===== src/rtl/soc_mem_pkg.sv =====
// Shared types and constants for the SoC memory arbiter and its helpers.
package soc_mem_pkg;

    typedef enum logic [1:0] {
        IDLE  = 2'd0,
        ISSUE = 2'd1,
        WAIT  = 2'd2,
        RESP  = 2'd3
    } state_t;

    localparam logic REQ_IF = 1'b0;
    localparam logic REQ_LS = 1'b1;

    function automatic int addr_width(input int depth);
        return (depth > 1) ? $clog2(depth) : 1;
    endfunction

endpackage


===== src/rtl/mem_arb_timeout.sv =====
// Response watchdog: counts cycles spent waiting on memory since the issue cycle.
module mem_arb_timeout #(
    parameter int TIMEOUT = 16
) (
    input  logic clk,
    input  logic reset,
    input  logic i_clear,
    input  logic i_enable,
    output logic o_expired
);

    localparam int CW = $clog2(TIMEOUT + 1);

    logic [CW-1:0] r_cnt;

    // NOTE: sequential state is updated with <= so every flop samples pre-edge values.
    always_ff @(posedge clk or negedge reset) begin
        if (!reset) begin
            r_cnt <= '0;
        end else if (i_clear) begin
            r_cnt <= CW'(1);
        end else if (i_enable) begin
            r_cnt <= r_cnt + CW'(1);
        end
    end

    // High in the cycle whose increment would bring the count up to TIMEOUT.
    assign o_expired = (r_cnt == CW'(TIMEOUT - 1));

endmodule


===== src/rtl/mem_arbiter.sv =====
// Round-robin arbiter sharing one memory port between instruction fetch (IF)
// and load/store (LS), one transaction in flight, with a response watchdog.
module mem_arbiter
    import soc_mem_pkg::*;
#(
    parameter  int MEM_DEPTH  = 64,
    parameter  int DATA_WIDTH = 32,
    parameter  int TIMEOUT    = 16,
    localparam int ADDR_WIDTH = addr_width(MEM_DEPTH)
) (
    input  logic                  clk,
    input  logic                  reset,

    input  logic                  if_req,
    input  logic [ADDR_WIDTH-1:0] if_addr,
    output logic                  if_gnt,
    output logic                  if_rsp_valid,
    output logic [DATA_WIDTH-1:0] if_rdata,
    output logic                  if_err,

    input  logic                  ls_req,
    input  logic                  ls_we,
    input  logic [ADDR_WIDTH-1:0] ls_addr,
    input  logic [DATA_WIDTH-1:0] ls_wdata,
    output logic                  ls_gnt,
    output logic                  ls_rsp_valid,
    output logic [DATA_WIDTH-1:0] ls_rdata,
    output logic                  ls_err,

    output logic                  mem_req_valid,
    output logic                  mem_we,
    output logic [ADDR_WIDTH-1:0] mem_addr,
    output logic [DATA_WIDTH-1:0] mem_wdata,
    input  logic [DATA_WIDTH-1:0] mem_rdata,
    input  logic                  mem_valid_data
);

    state_t                r_state, w_state;
    logic                  r_sel, w_sel;
    logic                  r_last_gnt, w_last_gnt;
    logic                  r_if_gnt, w_if_gnt;
    logic                  r_ls_gnt, w_ls_gnt;
    logic                  r_if_rsp_valid, w_if_rsp_valid;
    logic                  r_ls_rsp_valid, w_ls_rsp_valid;
    logic [DATA_WIDTH-1:0] r_if_rdata, w_if_rdata;
    logic [DATA_WIDTH-1:0] r_ls_rdata, w_ls_rdata;
    logic                  r_if_err, w_if_err;
    logic                  r_ls_err, w_ls_err;
    logic                  r_mem_req_valid, w_mem_req_valid;
    logic                  r_mem_we, w_mem_we;
    logic [ADDR_WIDTH-1:0] r_mem_addr, w_mem_addr;
    logic [DATA_WIDTH-1:0] r_mem_wdata, w_mem_wdata;

    logic                  w_pick;
    logic                  w_tmo_clear;
    logic                  w_tmo_enable;
    logic                  w_tmo_expired;
    logic                  w_rsp_done;
    logic                  w_rsp_err;
    logic [DATA_WIDTH-1:0] w_rsp_data;

    // Under contention the requester not served last wins.
    assign w_pick = (if_req && ls_req) ? ~r_last_gnt : (ls_req ? REQ_LS : REQ_IF);

    mem_arb_timeout #(
        .TIMEOUT  (TIMEOUT)
    ) u_timeout (
        .clk      (clk),
        .reset    (reset),
        .i_clear  (w_tmo_clear),
        .i_enable (w_tmo_enable),
        .o_expired(w_tmo_expired)
    );

    always_ff @(posedge clk or negedge reset) begin
        if (!reset) begin
            r_state         <= IDLE;
            r_sel           <= REQ_IF;
            r_last_gnt      <= REQ_LS;
            r_if_gnt        <= 1'b0;
            r_ls_gnt        <= 1'b0;
            r_if_rsp_valid  <= 1'b0;
            r_ls_rsp_valid  <= 1'b0;
            r_if_rdata      <= '0;
            r_ls_rdata      <= '0;
            r_if_err        <= 1'b0;
            r_ls_err        <= 1'b0;
            r_mem_req_valid <= 1'b0;
            r_mem_we        <= 1'b0;
            r_mem_addr      <= '0;
            r_mem_wdata     <= '0;
        end else begin
            r_state         <= w_state;
            r_sel           <= w_sel;
            r_last_gnt      <= w_last_gnt;
            r_if_gnt        <= w_if_gnt;
            r_ls_gnt        <= w_ls_gnt;
            r_if_rsp_valid  <= w_if_rsp_valid;
            r_ls_rsp_valid  <= w_ls_rsp_valid;
            r_if_rdata      <= w_if_rdata;
            r_ls_rdata      <= w_ls_rdata;
            r_if_err        <= w_if_err;
            r_ls_err        <= w_ls_err;
            r_mem_req_valid <= w_mem_req_valid;
            r_mem_we        <= w_mem_we;
            r_mem_addr      <= w_mem_addr;
            r_mem_wdata     <= w_mem_wdata;
        end
    end

    // NOTE: every signal gets a default before the case so no path can infer a latch.
    always_comb begin
        w_state         = r_state;
        w_sel           = r_sel;
        w_last_gnt      = r_last_gnt;
        w_if_gnt        = 1'b0;
        w_ls_gnt        = 1'b0;
        w_if_rsp_valid  = 1'b0;
        w_ls_rsp_valid  = 1'b0;
        w_if_rdata      = r_if_rdata;
        w_ls_rdata      = r_ls_rdata;
        w_if_err        = r_if_err;
        w_ls_err        = r_ls_err;
        w_mem_req_valid = 1'b0;
        w_mem_we        = r_mem_we;
        w_mem_addr      = r_mem_addr;
        w_mem_wdata     = r_mem_wdata;
        w_tmo_clear     = 1'b0;
        w_tmo_enable    = 1'b0;
        w_rsp_done      = 1'b0;
        w_rsp_err       = 1'b0;
        w_rsp_data      = '0;

        case (r_state)
            IDLE: begin
                if (if_req || ls_req) begin
                    w_state         = ISSUE;
                    w_sel           = w_pick;
                    w_last_gnt      = w_pick;
                    w_mem_req_valid = 1'b1;
                    w_mem_we        = (w_pick == REQ_LS) && ls_we;
                    w_mem_addr      = (w_pick == REQ_LS) ? ls_addr : if_addr;
                    w_mem_wdata     = (w_pick == REQ_LS) ? ls_wdata : '0;
                    w_if_gnt        = (w_pick == REQ_IF);
                    w_ls_gnt        = (w_pick == REQ_LS);
                end
            end
            ISSUE: begin
                w_tmo_clear = 1'b1;
                if (mem_valid_data) begin
                    w_rsp_done = 1'b1;
                    w_rsp_data = mem_rdata;
                end else begin
                    w_state = WAIT;
                end
            end
            WAIT: begin
                // A completion in the expiry cycle still counts as good data.
                if (mem_valid_data) begin
                    w_rsp_done = 1'b1;
                    w_rsp_data = mem_rdata;
                end else if (w_tmo_expired) begin
                    w_rsp_done = 1'b1;
                    w_rsp_err  = 1'b1;
                end else begin
                    w_tmo_enable = 1'b1;
                end
            end
            RESP: begin
                w_state = IDLE;
            end
            default: begin
                w_state = IDLE;
            end
        endcase

        if (w_rsp_done) begin
            w_state = RESP;
            if (r_sel == REQ_IF) begin
                w_if_rsp_valid = 1'b1;
                w_if_rdata     = w_rsp_data;
                w_if_err       = w_rsp_err;
            end else begin
                w_ls_rsp_valid = 1'b1;
                w_ls_rdata     = w_rsp_data;
                w_ls_err       = w_rsp_err;
            end
        end
    end

    assign if_gnt        = r_if_gnt;
    assign if_rsp_valid  = r_if_rsp_valid;
    assign if_rdata      = r_if_rdata;
    assign if_err        = r_if_err;
    assign ls_gnt        = r_ls_gnt;
    assign ls_rsp_valid  = r_ls_rsp_valid;
    assign ls_rdata      = r_ls_rdata;
    assign ls_err        = r_ls_err;
    assign mem_req_valid = r_mem_req_valid;
    assign mem_we        = r_mem_we;
    assign mem_addr      = r_mem_addr;
    assign mem_wdata     = r_mem_wdata;

endmodule


===== config.mk =====
export PLATFORM = sky130hd
export DESIGN_NAME = mem_arbiter
export DESIGN_NICKNAME = d
export VERILOG_FILES = /design/src/rtl/soc_mem_pkg.sv /design/src/rtl/mem_arb_timeout.sv /design/src/rtl/mem_arbiter.sv
export SDC_FILE = /design/constraint.sdc
export NUM_CORES = 1
export LEC_CHECK = 0
export ABC_AREA = 0
export BUFFER_PORTS_ARGS = -buffer_cell sky130_fd_sc_hd__buf_2
export CAP_MARGIN = 20
export CELL_PAD_IN_SITES_DETAIL_PLACEMENT = 1
export CELL_PAD_IN_SITES_GLOBAL_PLACEMENT = 1
export CORE_AREA = 2 2 117 119
export CTS_CLUSTER_SIZE = 14
export DETAILED_ROUTE_END_ITERATION = 10
export DIE_AREA = 0 0 119 121
export GPL_ROUTABILITY_DRIVEN = 0
export PLACE_DENSITY = 0.87
export SYNTH_ARGS = -nofsm -noshare
export SYNTH_HDL_FRONTEND = slang
export SYNTH_SLANG_ARGS = --single-unit

===== constraint.sdc =====
create_clock -name clk -period 3.45 [get_ports clk]
set_input_delay 0.345 -clock clk [delete_from_list [all_inputs] [get_ports clk]]
set_output_delay 0.345 -clock clk [all_outputs]
set_load 0.01 [all_outputs]

## After elaboration in Yosys (flattened, before gate mapping)

Index checks and enable logic that the tools add are counted.
Widths: inputs -> output; s select.

| word-level totals | value |
|---|---|
| flip-flop bits (word level) | 119 |
| output and inout port bits | 110 |
| logic and storage cells | 69 |

| operators by class | value |
|---|---|
| $add $sub $neg | 1 |
| equality and inequality tests | 6 |
| multiplexer cells | 32 |
| bitwise gates (word level) | 3 |
| reductions and logical operators | 11 |

Operators with widths:

| cell | count |
|---|---|
| $mux 32 | 3 |
| $mux 1 | 21 |
| $mux 5 | 2 |
| $mux 2 | 3 |
| $mux 6 | 1 |
| $ne 3x3->1 const B | 2 |
| $pmux 2 s3 | 1 |
| $reduce_and 2->1 | 3 |
| $add 5x1->5 const B | 1 |
| $eq 5x4->1 const B | 1 |
| $eq 2x2->1 const B | 2 |
| $reduce_bool 4->1 | 1 |
| $not 1->1 | 3 |
| $reduce_and 3->1 | 1 |
| $eq 2x1->1 const B | 1 |
| $logic_and 1x1->1 | 2 |
| $logic_not 2->1 | 1 |
| $pmux 1 s2 | 1 |
| $reduce_bool 2->1 | 1 |
| $reduce_or 2->1 | 1 |
| $logic_or 1x1->1 | 1 |

## Depth between registers and ports, before layout

Gate-level depths: netlist (run 1).

| logic depth | value |
|---|---|
| depth in word-level cells | 6 |
| mapped depth | 7 |
| mapped depth without buffers | 6 |

## By module

A second synthesis (run 1) with hierarchy kept.

| second synthesis, totals | value |
|---|---|
| cell total of the unflattened synthesis | 418 |
| area, all modules | 4735.8 sq um |

By module, submodules not included:

| module | instances | cells an instance | area each (sq um) |
|---|---|---|---|
| mem_arbiter | 1 | 395 | 4454.3 |
| mem_arb_timeout | 1 | 23 | 281.5 |

## Least setup slack after synthesis (run 1)

OpenSTA, ideal clock, no wires.

| timing | value |
|---|---|
| path kind | register to register |
| start | register u_timeout.r_cnt[0] |
| end | register r_ls_rdata[0], in the netlist ls_rdata[0] |
| setup time | 0.065 ns |
| arrival | 1.778 ns |
| path slack | 1.606 ns |
| stages on the path, launching flop included | 8 |
| path buffers | 1 |
| path through | dfrtp_1 ha_1 and3_1 ha_1 o211a_4 o21ai_4 buf_6 a22o_1 |

| on the way | value |
|---|---|
| cells in the longest elaborated chain, start to end | 5 |

RTL lines:

| what | line | RTL |
|---|---|---|
| start: declaration | mem_arb_timeout.sv:14 | `logic [CW-1:0] r_cnt;` |
| start signal: assignment | mem_arb_timeout.sv:23 | `r_cnt <= r_cnt + CW'(1);` |
| $eq 5x4->1 | mem_arb_timeout.sv:28 | `assign o_expired = (r_cnt == CW'(TIMEOUT - 1));` |
| $mux 1 | mem_arbiter.sv:162 | `end else if (w_tmo_expired) begin` |
| $mux 1 | mem_arbiter.sv:159 | `if (mem_valid_data) begin` |
| $pmux 1 s2 | mem_arbiter.sv:134 | `case (r_state)` |
| $reduce_and 2->1 (no line) | - |  |
| end signal: assignment | mem_arbiter.sv:101 | `r_ls_rdata <= w_ls_rdata;` |
| end: declaration | mem_arbiter.sv:46 | `logic [DATA_WIDTH-1:0] r_ls_rdata, w_ls_rdata;` |

No other way between the ends.
A chain may end at the register's enable or synchronous reset.

## Worst setup path after layout (run 1)

| timing | value |
|---|---|
| start | register u_timeout.r_cnt[0] |
| end | register r_if_rdata[0], in the netlist if_rdata[0] |

| on the way | value |
|---|---|
| cells in the longest elaborated chain, start to end | 5 |

RTL lines:

| what | line | RTL |
|---|---|---|
| $eq 5x4->1 | mem_arb_timeout.sv:28 |  |
| $mux 1 | mem_arbiter.sv:162 |  |
| $mux 1 | mem_arbiter.sv:159 |  |
| $pmux 1 s2 | mem_arbiter.sv:134 |  |
| $reduce_and 2->1 (no line) | - |  |
| end signal: assignment | mem_arbiter.sv:100 | `r_if_rdata <= w_if_rdata;` |
| end: declaration | mem_arbiter.sv:45 | `logic [DATA_WIDTH-1:0] r_if_rdata, w_if_rdata;` |

No other way between the ends.

==> summary.md, run 1 <==
| Metric | Value |
|---|---|
| Status | `finished, final reports clean` |
| Syn-to-layout area delta | `37.5%` |
| Seq cells post-synth | `119` |
| Clock transition at path regs | `0.06 ns` |
| Max Cap Viol | `0` |
| Filler cells | `approximately 1.4k` |
| Later-pin clock latency in the skew report | `~0.40 ns` |
| CTS tree | `done` |
| Sw Pwr | `about 0.0021 W` |
| Max Root-Sink Buffers | `2` |
| CP startpoint kind | `flop` |
| Vias in the first global route | `3884` |
| CTS resizes | `0` |
| CP max stage delay | `0.78 ns` |
| Sequential element share of the synthesized area | `0.657` |
| FF/Latch Area | `a little under 0.003 mm^2` |
| Number of synthesized flops with an enable pin | `0` |
| Share of the synthesized area in the top cell type | `0.651` |
| Worst Path Class, Setup | `flop to flop` |
| Slew Viols, Final | `0` |
| Worst Tran Pin Value | `1.00 ns` |
| Setup WS pre-CTS | `between 0.9 and 1 ns` |
| P_leak | `~3.3 nW` |
| Initial antenna violation count | `0` |
| Share of cells above drive strength 1 | `0.471` |
| Multi-input gate area | `0.00140 mm^2` |
| Most used cell, CP | `ha_1` |
| Inserted Clock Buffers | `17` |
| Final worst slack | `0.939 ns` |
| Hold Worst Slack | `slightly above 0.1 ns` |
| Top FF cell, synth | `dfrtp_1` |
| Max IR drop VDD | `roughly 0.33 mV` |
| Initial Utilization | `0.347` |
| Async SR Flop Fraction | `1.00` |
| Largest net degree at the start of global routing | `80` |
| Grt total ovfl | `0` |
| Post-DRT Antenna Nets | `0` |
| CP max FO | `34` |
| Final setup fails | `0` |
| Arrival time worst endpoint | `2.85 ns` |
| Slowest-stage cell, CP | `o21ai_4` |
| Most common library cells after synthesis | `118 x dfrtp_1, 95 x a22o_1, 9 x buf_2` |
| RSZ-0062 raised after global routing | `false` |
| Syn nets | `396` |
| P per Cell Area | `between 900 and 1000 mW/mm^2` |
| CORE AREA | `between 0.01 and 0.015 mm^2` |
| Cell count after synthesis | `308` |
| Detail Placement HPWL | `9290 um` |
| Final period util | `0.728` |
| Crit path time final | `roughly 2.5 ns` |
| Die Y | `between 100 and 150 um` |
| Power share of the sequential group | `0.371` |
| Post-detailed-route wirelength per cell | `19.0 um` |
| Ant diodes | `0` |
| Die area | `approximately 0.014 mm^2` |
| Via count | `3539` |
| YS warnings | `0` |
| Final hold violation count | `0` |
| Clock Power Share | `0.281` |
| Max-slew headroom | `0.334` |
| Worst Skew | `roughly 0.005 ns` |
| Post-route DRC | `0` |
| H-tree levels | `4` |
| Average cell area after synthesis | `between 10 and 15 um^2` |
| Clk sink count | `between 100 and 150` |
| Mapped cell area | `0.00454 mm^2` |
| Final WL | `around 13000 um` |
| Sw frac | `0.343` |
| # IOs | `~190` |
| Clock root buffer | `clkbuf_16` |
| Port Buf Inserts | `between 150 and 200` |
| Via density | `roughly 5.1` |
| # Post-CTS Setup Buffers | `0` |
| Yosys cell types | `37` |
| DRT Pass-1 Iters | `7` |
| Total Neg Setup Slack | `0 ns` |
| First-pass GRT wire length | `about 21000 um` |
| Die Span X | `about 120 um` |
| Final nets | `roughly 590` |
| Crit end category | `flop` |
| Area contributors post-synth | `dfrtp_1 65%, a22o_1 18%, ha_1 1.7%` |
| GRT Total Usage | `0.184` |
| Power Internal | `just over 0.004 W` |
| Most frequent cell after synthesis | `dfrtp_1` |
| # rows | `42` |
| Worst path required time | `between 3 and 4 ns` |
| FMAX | `about 0.4 GHz` |
| Drt initial violations | `259` |
| Hold crit path type | `primary input to asynchronous set/reset pin` |
| Comb pwr share | `0.348` |
| Area leader, netlist | `dfrtp_1` |
| # hold bufs at CTS | `0` |
| Crit-path cells | `ha_1 > and3_1 > ha_1 > o211a_4 > o21ai_4 > a22o_1` |
[metrics by stage]
step	util	instances	total power [W]	cell area, um^2
2_1_floorplan	-	308	0.00358	4540
3_3_place_gp	0.430	659	0.00433	5630
3_5_place_dp	0.430	659	0.00448	5630
4_1_cts	0.475	691	0.00627	6220
5_1_grt	0.477	692	0.00655	6240
6_report	0.477	692	0.00620	6240
[flip-flops by register name, indices dropped and copies added, names as in the netlist]
| signal | flops |
|---|---|
| mem_wdata | 32 |
| if_rsp_valid | 1 |
| ls_rdata | 32 |
| ls_gnt | 1 |
| r_last_gnt | 1 |
| if_gnt | 1 |
| u_timeout.r_cnt | 5 |
| r_state | 2 |
| mem_addr | 6 |
| if_err | 1 |
| ls_rsp_valid | 1 |
| r_sel | 1 |
| mem_req_valid | 1 |
| mem_we | 1 |
| if_rdata | 32 |
| ls_err | 1 |
[power by group through the flow]
stage | logic, W | clock network, W | registers [W]
2_1_floorplan | 0.00107 | 0 | 0.00251
6_report | 0.00216 | 0.00174 | 0.00230
3_3_place_gp | 0.00205 | 0 | 0.00228
4_1_cts | 0.00218 | 0.00178 | 0.00230
5_1_grt | 0.00233 | 0.00185 | 0.00237
3_5_place_dp | 0.00217 | 0 | 0.00231
[routing by layer]
layer	track usage	share of wire	up-vias
met3	0.0550	0.038	21
met1	0.216	0.40	1826
li1	-	-	1573
met2	0.311	0.53	119
met5	0	0	-
met4	0.0818	0.025	0
[critical path: cells and delay by family (launching register included)]
family | cells | cell delay (ns)
AO/OA/AOI/OAI | 3 | 1.35
adder cells (fa/ha/maj) | 2 | 0.48
flip-flops | 1 | 0.41
AND/OR/NAND/NOR | 1 | 0.19
[cell usage in the layout (no fill, tap or decap), types with 2 or more instances in the layout]
cell / count
a22o_4: 2
and3_1: 7
mux2i_1: 2
buf_4: 6
a21o_1: 2
nor2_1: 7
buf_2: 190
clkinv_2: 3
ha_1: 6
clkinvlp_4: 3
o21ai_0: 2
clkbuf_16: 17
inv_1: 8
nor2_2: 2
xnor2_1: 2
o211ai_1: 2
bufinv_16: 2
inv_6: 3
o2bb2ai_1: 3
dfrtp_1: 118
a221o_1: 6
o21ai_4: 2
a22o_1: 95
nand2b_1: 4
clkinv_4: 3
and2_1: 2
[final timing paths]
check	to	slack, ns	cells after the start	from
setup reg to reg	if_rdata[0]	0.94	6	u_timeout.r_cnt[0]
setup / recovery	if_rdata[0]	0.94	6	u_timeout.r_cnt[0]
min in group clk	mem_wdata[22]	0.16	2	ls_wdata[22]
hold / removal	mem_wdata[3]	0.10	1	reset
max in group asynchronous	if_rdata[27]	2.48	2	reset
hold reg to reg	if_rdata[13]	0.50	1	if_rdata[13]
[final cells by class]
class,instances,share of cell area
clock buffer,18,0.0704
clock inverter,14,0.0241
inverter,8,0.00481
multi-input combinational,160,0.225
sequential,119,0.478
tap,176,0.0353
timing repair buffer,197,0.163
[kinds of logic (layout without fill, tap and decap cells)]
group,Yosys count,after routing,share of synthesized area
fa+ha+maj,6,6,0.0166
simple gates,30,30,0.0425
compound gates,119,119,0.236
buf+inv,29,237,0.0372
flops,119,119,0.657
xor+xnor,2,2,0.00386
mux,3,3,0.00690
Note: power is estimated with default switching activity, not from simulation.
==> inputs of run 2 (changes only) <==
--- a/config.mk
+++ b/config.mk
@@ -5,15 +5,15 @@
 export SDC_FILE = /design/constraint.sdc
 export NUM_CORES = 1
 export LEC_CHECK = 0
-export ABC_AREA = 0
+export ABC_AREA = 1
 export BUFFER_PORTS_ARGS = -buffer_cell sky130_fd_sc_hd__buf_2
 export CAP_MARGIN = 20
 export CELL_PAD_IN_SITES_DETAIL_PLACEMENT = 1
 export CELL_PAD_IN_SITES_GLOBAL_PLACEMENT = 1
-export CORE_AREA = 2 2 117 119
+export CORE_AREA = 2 2 128 130
 export CTS_CLUSTER_SIZE = 14
 export DETAILED_ROUTE_END_ITERATION = 10
-export DIE_AREA = 0 0 119 121
+export DIE_AREA = 0 0 130 132
 export GPL_ROUTABILITY_DRIVEN = 0
 export PLACE_DENSITY = 0.87
 export SYNTH_ARGS = -nofsm -noshare
==> constraint.sdc (replaced) <==
create_clock -name clk -period 2.2 [get_ports clk]
set_input_delay 0.22 -clock clk [delete_from_list [all_inputs] [get_ports clk]]
set_output_delay 0.22 -clock clk [all_outputs]
set_load 0.01 [all_outputs]
==> run 2 against run 1 <==
Net effect: global-route usage increased by 1.2 points; register-to-register slack worse by 0.76 ns; flip-flop and latch count unchanged; critical endpoint is now ls_rdata[17]; sequential power increased by 47%; utilization fell by 3.9 points; worst setup slack worse by 0.76 ns; clock-buffer cell count grew 3; critical path depth up 4; cell count increased by 40%; routed wire length rose by 25%; design area is 10% higher.
==> summary.md, run 2 <==
| Metric | Value |
|---|---|
| Post-synthesis compound-gate area fraction | `0.135 (-0.101)` |
| Post-DRT Antenna Nets | `0 (unchanged)` |
| Async SR Flop Fraction | `1.00 (unchanged)` |
| CORE AREA | `0.0157 mm^2 (+20%)` |
| Slowest-stage cell, CP | `dfrtp_1` |
| Worst Skew | `0.0110 ns (+0.00591 ns)` |
| Critical path buffers and inverters | `1 (+1)` |
| Sequential element share of the synthesized area | `0.596 (-0.0610)` |
| Sw frac | `0.381 (+0.0386)` |
| Power share of the sequential group | `0.352 (-0.019)` |
| Power Internal | `0.00597 W (+46%)` |
| Yosys cell types | `23 (-38%)` |
| Worst Path Class, Setup | `flop to flop` |
| Comb pwr share | `0.361 (+0.013)` |
| Clock Power Share | `0.287 (+0.006)` |
| Setup WS pre-CTS | `0.0822 ns (-0.859 ns)` |
| Commonest non-fill, non-tap cell in the layout | `buf_2` |
| CP max FO | `31 (-8.8%)` |
| Die area | `0.0172 mm^2 (+19%)` |
| Largest net degree at the start of global routing | `53 (-34%)` |
| Area leader, netlist | `dfrtp_1` |
| CP max stage delay | `0.38 ns (-0.40 ns)` |
| Max IR drop VDD | `0.559 mV (+72%)` |
| Grt total ovfl | `0 (unchanged)` |
| Cell count after synthesis | `538 (+75%)` |
| Post-detailed-route wirelength per cell | `17.0 um (-10%)` |
| RSZ-0062 raised after global routing | `false` |
| CTS tree | `done` |
| Drt initial violations | `208 (-20%)` |
| Final worst slack | `0.176 ns (-0.763 ns)` |
| Crit end category | `flop` |
| Simple-gate area share of the yosys netlist | `0.182 (+0.139)` |
| Syn nets | `626 (+58%)` |
| Initial antenna violation count | `0 (unchanged)` |
| Final WL | `16500 um (+25%)` |
| Mux share of post-synthesis cell area | `0 (-0.00690)` |
| Detail Placement HPWL | `10800 um (+16%)` |
| H-tree levels | `4 (unchanged)` |
| WL met1 | `6700 um (+26%)` |
| Worst Tran Pin Value | `0.728 ns (-0.271 ns)` |
| Largest family of logic cells by synthesized area | `simple AND/OR/NAND/NOR gates` |
| Average cell area after synthesis | `9.29 um^2 (-37%)` |
| Kind of cell adding the most delay to the critical path | `simple AND/OR/NAND/NOR gates` |
| Final setup fails | `0 (unchanged)` |
| YS warnings | `0 (unchanged)` |
| Clk sink count | `119 (unchanged)` |
| GRT Total Usage | `0.195 (+0.0115)` |
| Post-route DRC | `0 (unchanged)` |
| Final nets | `826 (+40%)` |
| Most common library cells after synthesis | `173 x nand2_1, 118 x dfrtp_1, 72 x o21ai_0` |
| Synth Area in Adders | `0.0150 (-0.00154)` |
| Final hold violation count | `0 (unchanged)` |
| First-pass GRT wire length | `25600 um (+24%)` |
| Area contributors post-synth | `dfrtp_1 59%, nand2_1 13%, o21ai_0 7.2%` |
| # rows | `46 (+9.5%)` |
| CP startpoint kind | `flop` |
| Initial Utilization | `0.318 (-0.0284)` |
| Ant diodes | `0 (unchanged)` |
| Crit-path cells | `ha_1 > nand2_1 > nor2_1 > ha_1 > nor2_2 > nor2_2 > nand2_8 > buf_6 > o21ai_0 > nand2_1` |
| Vias in the first global route | `4906 (+26%)` |
| DR WL met2 | `8530 um (+21%)` |
| FMAX | `0.494 GHz (+24%)` |
| Max-slew headroom | `0.514 (+0.181)` |
| Clock root buffer | `clkbuf_16` |
| Clock transition at path regs | `0.06 ns (about the same)` |
| Most frequent cell after synthesis | `nand2_1` |
| Hold Worst Slack | `0.0151 ns (-0.0862 ns)` |
| Most frequent cells in the layout | `190 x buf_2, 173 x nand2_1, 118 x dfrtp_1, 72 x o21ai_0, 47 x inv_1` |
| P_leak | `4.00 nW (+22%)` |
| # IOs | `192 (unchanged)` |
| Seq cells post-synth | `119 (unchanged)` |
| DRT Pass-1 Iters | `4 (-3)` |
| P per Cell Area | `1400 mW/mm^2 (+41%)` |
| Max Used Layer | `met4` |
| Total Neg Setup Slack | `0 ns (unchanged)` |
| Share of cells above drive strength 1 | `0.326 (-0.145)` |
| Via count | `4475 (+26%)` |
| Sw Pwr | `0.00368 W (+73%)` |
| Max Cap Viol | `0 (unchanged)` |
| Top FF cell, synth | `dfrtp_1` |
| Number of synthesized flops with an enable pin | `0 (unchanged)` |
| Share of the synthesized area in the top cell type | `0.591 (-0.0604)` |
| Port Buf Inserts | `191 (unchanged)` |
| Max Root-Sink Buffers | `2 (unchanged)` |
| Later-pin clock latency in the skew report | `0.42 ns (+0.02 ns)` |
| Status | `finished, final reports clean` |
| Die Y | `132 um (+9.1%)` |
| DR WL met3 | `706 um (+41%)` |
| Xor and xnor area share after synthesis | `0 (-0.00386)` |
| Final period util | `0.920 (+0.192)` |
| Crit path time final | `2.02 ns (-0.487 ns)` |
| Die Span X | `130 um (+9.2%)` |
| Fin util | `0.437 (-0.0394)` |
| Via density | `4.63 (-9.5%)` |
| Slew Viols, Final | `0 (unchanged)` |
| Syn-to-layout area delta | `37.4% (about the same)` |
| Mapped cell area | `0.00500 mm^2 (+10%)` |
| Inserted Clock Buffers | `17 (unchanged)` |
| Hold crit path type | `primary input to flop` |
| Worst path required time | `2.50 ns (-1.28 ns)` |
| Arrival time worst endpoint | `2.32 ns (-0.53 ns)` |
| Filler cells | `1898 (+34%)` |
[run 2: power by group through the flow]
| stage | registers (W) | clock network [W] | logic (W) |
|---|---|---|---|
| after floorplan | 0.00367 | 0 | 0.00166 |
| after global placement | 0.00336 | 0 | 0.00327 |
| after detailed placement | 0.00338 | 0 | 0.00340 |
| after CTS | 0.00339 | 0.00283 | 0.00343 |
| after global routing | 0.00348 | 0.00294 | 0.00384 |
| final | 0.00339 | 0.00277 | 0.00348 |
[run 2: timing repair]
action                                 4_1_cts  5_1_grt
setup endpoints to repair                    0       63
buffers inserted                             0        2
endpoints found under the hold margin       38        0
hold buffers                                 6        0
gates resized for setup                      0        2
[run 2: final timing paths]
path | slack, ns | from | to | cells past startpoint
setup reg to reg | 0.18 | u_timeout.r_cnt[1] | ls_rdata[17] | 10
setup / recovery | 0.18 | u_timeout.r_cnt[1] | ls_rdata[17] | 10
max in group asynchronous | 1.22 | reset | if_rdata[20] | 3
min in group asynchronous | 0.31 | reset | mem_wdata[6] | 2
hold / removal | 0.02 | ls_wdata[19] | mem_wdata[19] | 2
hold reg to reg | 0.48 | r_last_gnt | r_last_gnt | 2
[run 2: per-stage QoR]
step	power [W]	instance area [um^2]	instances
2_1_floorplan	0.00533	5000	538
3_3_place_gp	0.00663	6140	925
3_5_place_dp	0.00679	6140	925
4_1_cts	0.00965	6800	963
5_1_grt	0.0103	6870	967
6_report	0.00965	6870	967
[run 2: cell families (layout without fill, tap and decap cells)]
logic type	count (synthesis)	after routing
and+or+nand+nor	226	228
DFF	119	119
AOI/OAI and AO/OA	109	109
buffers and inverters	78	289
adders and majority gates	6	6
[run 2: layer usage]
metal	vias up	global-route usage
met5	-	0
met4	0	0.0878
met3	30	0.0560
met2	110	0.339
met1	2212	0.220
li1	2123	-
[run 2: area by class of cell]
type / count / area [um^2] / area share
clock buffer: 21 / 470 / 0.0685
multi-input combinational: 343 / 1690 / 0.246
clock inverter: 11 / 124 / 0.0180
inverter: 47 / 176 / 0.0257
tap: 216 / 270 / 0.0393
timing repair buffer: 210 / 1160 / 0.168
sequential: 119 / 2980 / 0.434
==> inputs of run 3 (changes only) <==
--- a/config.mk
+++ b/config.mk
@@ -10,12 +10,12 @@
 export CAP_MARGIN = 20
 export CELL_PAD_IN_SITES_DETAIL_PLACEMENT = 1
 export CELL_PAD_IN_SITES_GLOBAL_PLACEMENT = 1
-export CORE_AREA = 2 2 128 130
+export CORE_AREA = 2 2 123 125
 export CTS_CLUSTER_SIZE = 14
 export DETAILED_ROUTE_END_ITERATION = 10
-export DIE_AREA = 0 0 130 132
+export DIE_AREA = 0 0 125 127
 export GPL_ROUTABILITY_DRIVEN = 0
-export PLACE_DENSITY = 0.87
+export PLACE_DENSITY = 0.89
 export SYNTH_ARGS = -nofsm -noshare
 export SYNTH_HDL_FRONTEND = slang
 export SYNTH_SLANG_ARGS = --single-unit
==> constraint.sdc (replaced) <==
create_clock -name clk -period 2.06 [get_ports clk]
set_input_delay 0.206 -clock clk [delete_from_list [all_inputs] [get_ports clk]]
set_output_delay 0.206 -clock clk [all_outputs]
set_load 0.01 [all_outputs]
==> run 3 against run 2 <==
Net effect: clock-buffer cell count up 2; clock power is 18% higher; fmax is 6.9% higher; power increased by 10%; utilization grew 4.8 points; critical path depth is the same; clock skew shrank 0.0035 ns; non-clock buffer count grew 6; register-to-register slack hardly changed; routed wire length decreased by 1.2%; combinational power is 8.0% higher; via count increased by 2.0%; critical path type unchanged; largest cell class unchanged; highest routed layer unchanged.
==> summary.md, run 3 (synthesis gave the netlist of run 2 again) <==
| Metric | Value |
|---|---|
| Worst path required time | `2.40 ns (-0.10 ns)` |
| Status | `finished, final reports clean` |
| Initial Utilization | `0.347 (+0.0284)` |
| Most used cell, CP | `nand2_1` |
| Max-slew headroom | `0.560 (+0.0460)` |
| Crit-path cells | `ha_1 > nand2_1 > nor2_1 > ha_1 > nor2_2 > nor2_4 > nand2_8 > nor2_8 > nand2_1 > nand2_1` |
| CP startpoint kind | `flop` |
| Post-route DRC | `0 (unchanged)` |
| Arrival time worst endpoint | `2.23 ns (-0.09 ns)` |
| DRT Pass-1 Iters | `4 (unchanged)` |
| Later-pin clock latency in the skew report | `0.41 ns (about the same)` |
| Max Cap Viol | `0 (unchanged)` |
| Fin util | `0.485 (+0.0478)` |
| Initial antenna violation count | `0 (unchanged)` |
| CTS tree | `done` |
| Worst Tran Pin Value | `0.659 ns (-0.0690 ns)` |
| H-tree levels | `4 (unchanged)` |
| Die Span X | `125 um (-3.8%)` |
| Inserted Clock Buffers | `17 (unchanged)` |
| Clk sink count | `119 (unchanged)` |
| RSZ-0062 raised after global routing | `false` |
| P per Cell Area | `1520 mW/mm^2 (+8.5%)` |
| Worst Skew | `0.00749 ns (-0.00354 ns)` |
| Post-detailed-route wirelength per cell | `17.3 um (+1.4%)` |
| Placed instance area | `0.00612 mm^2 (-0.29%)` |
| Max IR drop VDD | `0.599 mV (+7.2%)` |
| Total Neg Setup Slack | `0 ns (unchanged)` |
| Clock transition at path regs | `0.05 ns (about the same)` |
| Clock root buffer | `clkbuf_16` |
| Multi-input gate area | `0.00170 mm^2 (+0.30%)` |
| Largest net degree at the start of global routing | `62 (+17%)` |
| R2R setup slack | `0.17 ns (about the same)` |
| Final worst slack | `0.166 ns (-0.00995 ns)` |
| Setup WS pre-CTS | `0.0736 ns (-0.00853 ns)` |
| Vias in the first global route | `4815 (-1.9%)` |
| Share of cells above drive strength 1 | `0.318 (-0.00787)` |
| Syn-to-layout area delta | `39.9%` |
| Grt total ovfl | `0 (unchanged)` |
| FF/Latch Area | `0.00298 mm^2 (unchanged)` |
| # rows | `44 (-4.3%)` |
| Final nets | `832 (+0.73%)` |
| Die Y | `127 um (-3.8%)` |
| Dpl cells | `891 (-3.7%)` |
| Crit end category | `flop` |
| Most frequent cells in the layout | `190 x buf_2, 173 x nand2_1, 118 x dfrtp_1, 72 x o21ai_0, 47 x inv_1` |
| First-pass GRT wire length | `25200 um (-1.7%)` |
| P_leak | `4.08 nW (+1.8%)` |
| Fin cells | `943 (-2.5%)` |
| CORE AREA | `0.0144 mm^2 (-8.2%)` |
| Detail Placement HPWL | `10400 um (-3.5%)` |
| Final hold violation count | `0 (unchanged)` |
| Slowest-stage cell, CP | `dfrtp_1` |
| FMAX | `0.528 GHz (+6.9%)` |
| # IOs | `192 (unchanged)` |
| Filler cells | `1719 (-9.4%)` |
| Drt initial violations | `194 (-6.7%)` |
| Critical path buffers and inverters | `0 (-1)` |
| Commonest non-fill, non-tap cell in the layout | `buf_2` |
| Crit path time final | `1.89 ns (-0.130 ns)` |
| CP max stage delay | `0.37 ns (about the same)` |
| Final setup fails | `0 (unchanged)` |
| Slew Viols, Final | `0 (unchanged)` |
| Post-DRT Antenna Nets | `0 (unchanged)` |
| Design Area, Final | `0.00700 mm^2 (+1.8%)` |
| Final period util | `0.919 (about the same)` |
| GRT Total Usage | `0.200 (+0.00483)` |
| Port Buf Inserts | `191 (unchanged)` |
| Via count | `4566 (+2.0%)` |
| Final WL | `16300 um (-1.2%)` |
| CP max FO | `17 (-45%)` |
| Via density | `4.84 (+4.6%)` |
| Worst Path Class, Setup | `flop to flop` |
| Hold crit path type | `primary input to flop` |
| Die area | `0.0159 mm^2 (-7.5%)` |
| Kind of cell adding the most delay to the critical path | `simple AND/OR/NAND/NOR gates` |
| Max Root-Sink Buffers | `2 (unchanged)` |
==> run 3: metal layers <==
layer / routed length [um] / track usage / up-vias
met4: 523 / 0.105 / 0
met5: 0 / 0 / -
met2: 8670 / 0.347 / 106
met1: 6620 / 0.238 / 2287
li1: - / - / 2138
met3: 474 / 0.0389 / 35
==> run 3: stage by stage <==
stage,hold slack (ns),power [W]
finish,0.0202,0.0107
global route,0.00856,0.0113
global placement,0.249,0.00707
detailed placement,0.249,0.00724
floorplan,-0.0896,0.00570
CTS,0.000139,0.0106
==> run 3: repair_timing <==
item	4_1_cts	5_1_grt
endpoints found under the setup margin	0	67
resized for setup	0	3
endpoints found under the hold margin	131	0
hold buffers	14	0
buffers inserted	0	2
==> run 3: area by class of cell <==
cell class | count | area share
Multi-Input combinational cell | 343 | 0.243
Inverter | 47 | 0.0252
Clock buffer | 23 | 0.0683
Timing Repair Buffer | 216 | 0.180
Tap cell | 184 | 0.0329
Antenna cell | 2 | 0.000715
Clock inverter | 9 | 0.0243
Sequential cell | 119 | 0.426
==> run 3: final timing paths <==
check / startpoint / end / cells after the start
worst min-delay path: ls_wdata[16] / mem_wdata[16] / 2
max in group asynchronous: reset / r_last_gnt / 3
worst max-delay path: u_timeout.r_cnt[0] / if_rdata[20] / 10
worst min register to register: r_last_gnt / r_last_gnt / 2
worst max register to register: u_timeout.r_cnt[0] / if_rdata[20] / 10
min in group asynchronous: reset / ls_rdata[11] / 3
==> run 3: power by group <==
group | switching [W] | internal [W]
Clock | 0.00104 | 0.00224
Sequential | 0.000466 | 0.00316
Combinational | 0.00238 | 0.00139
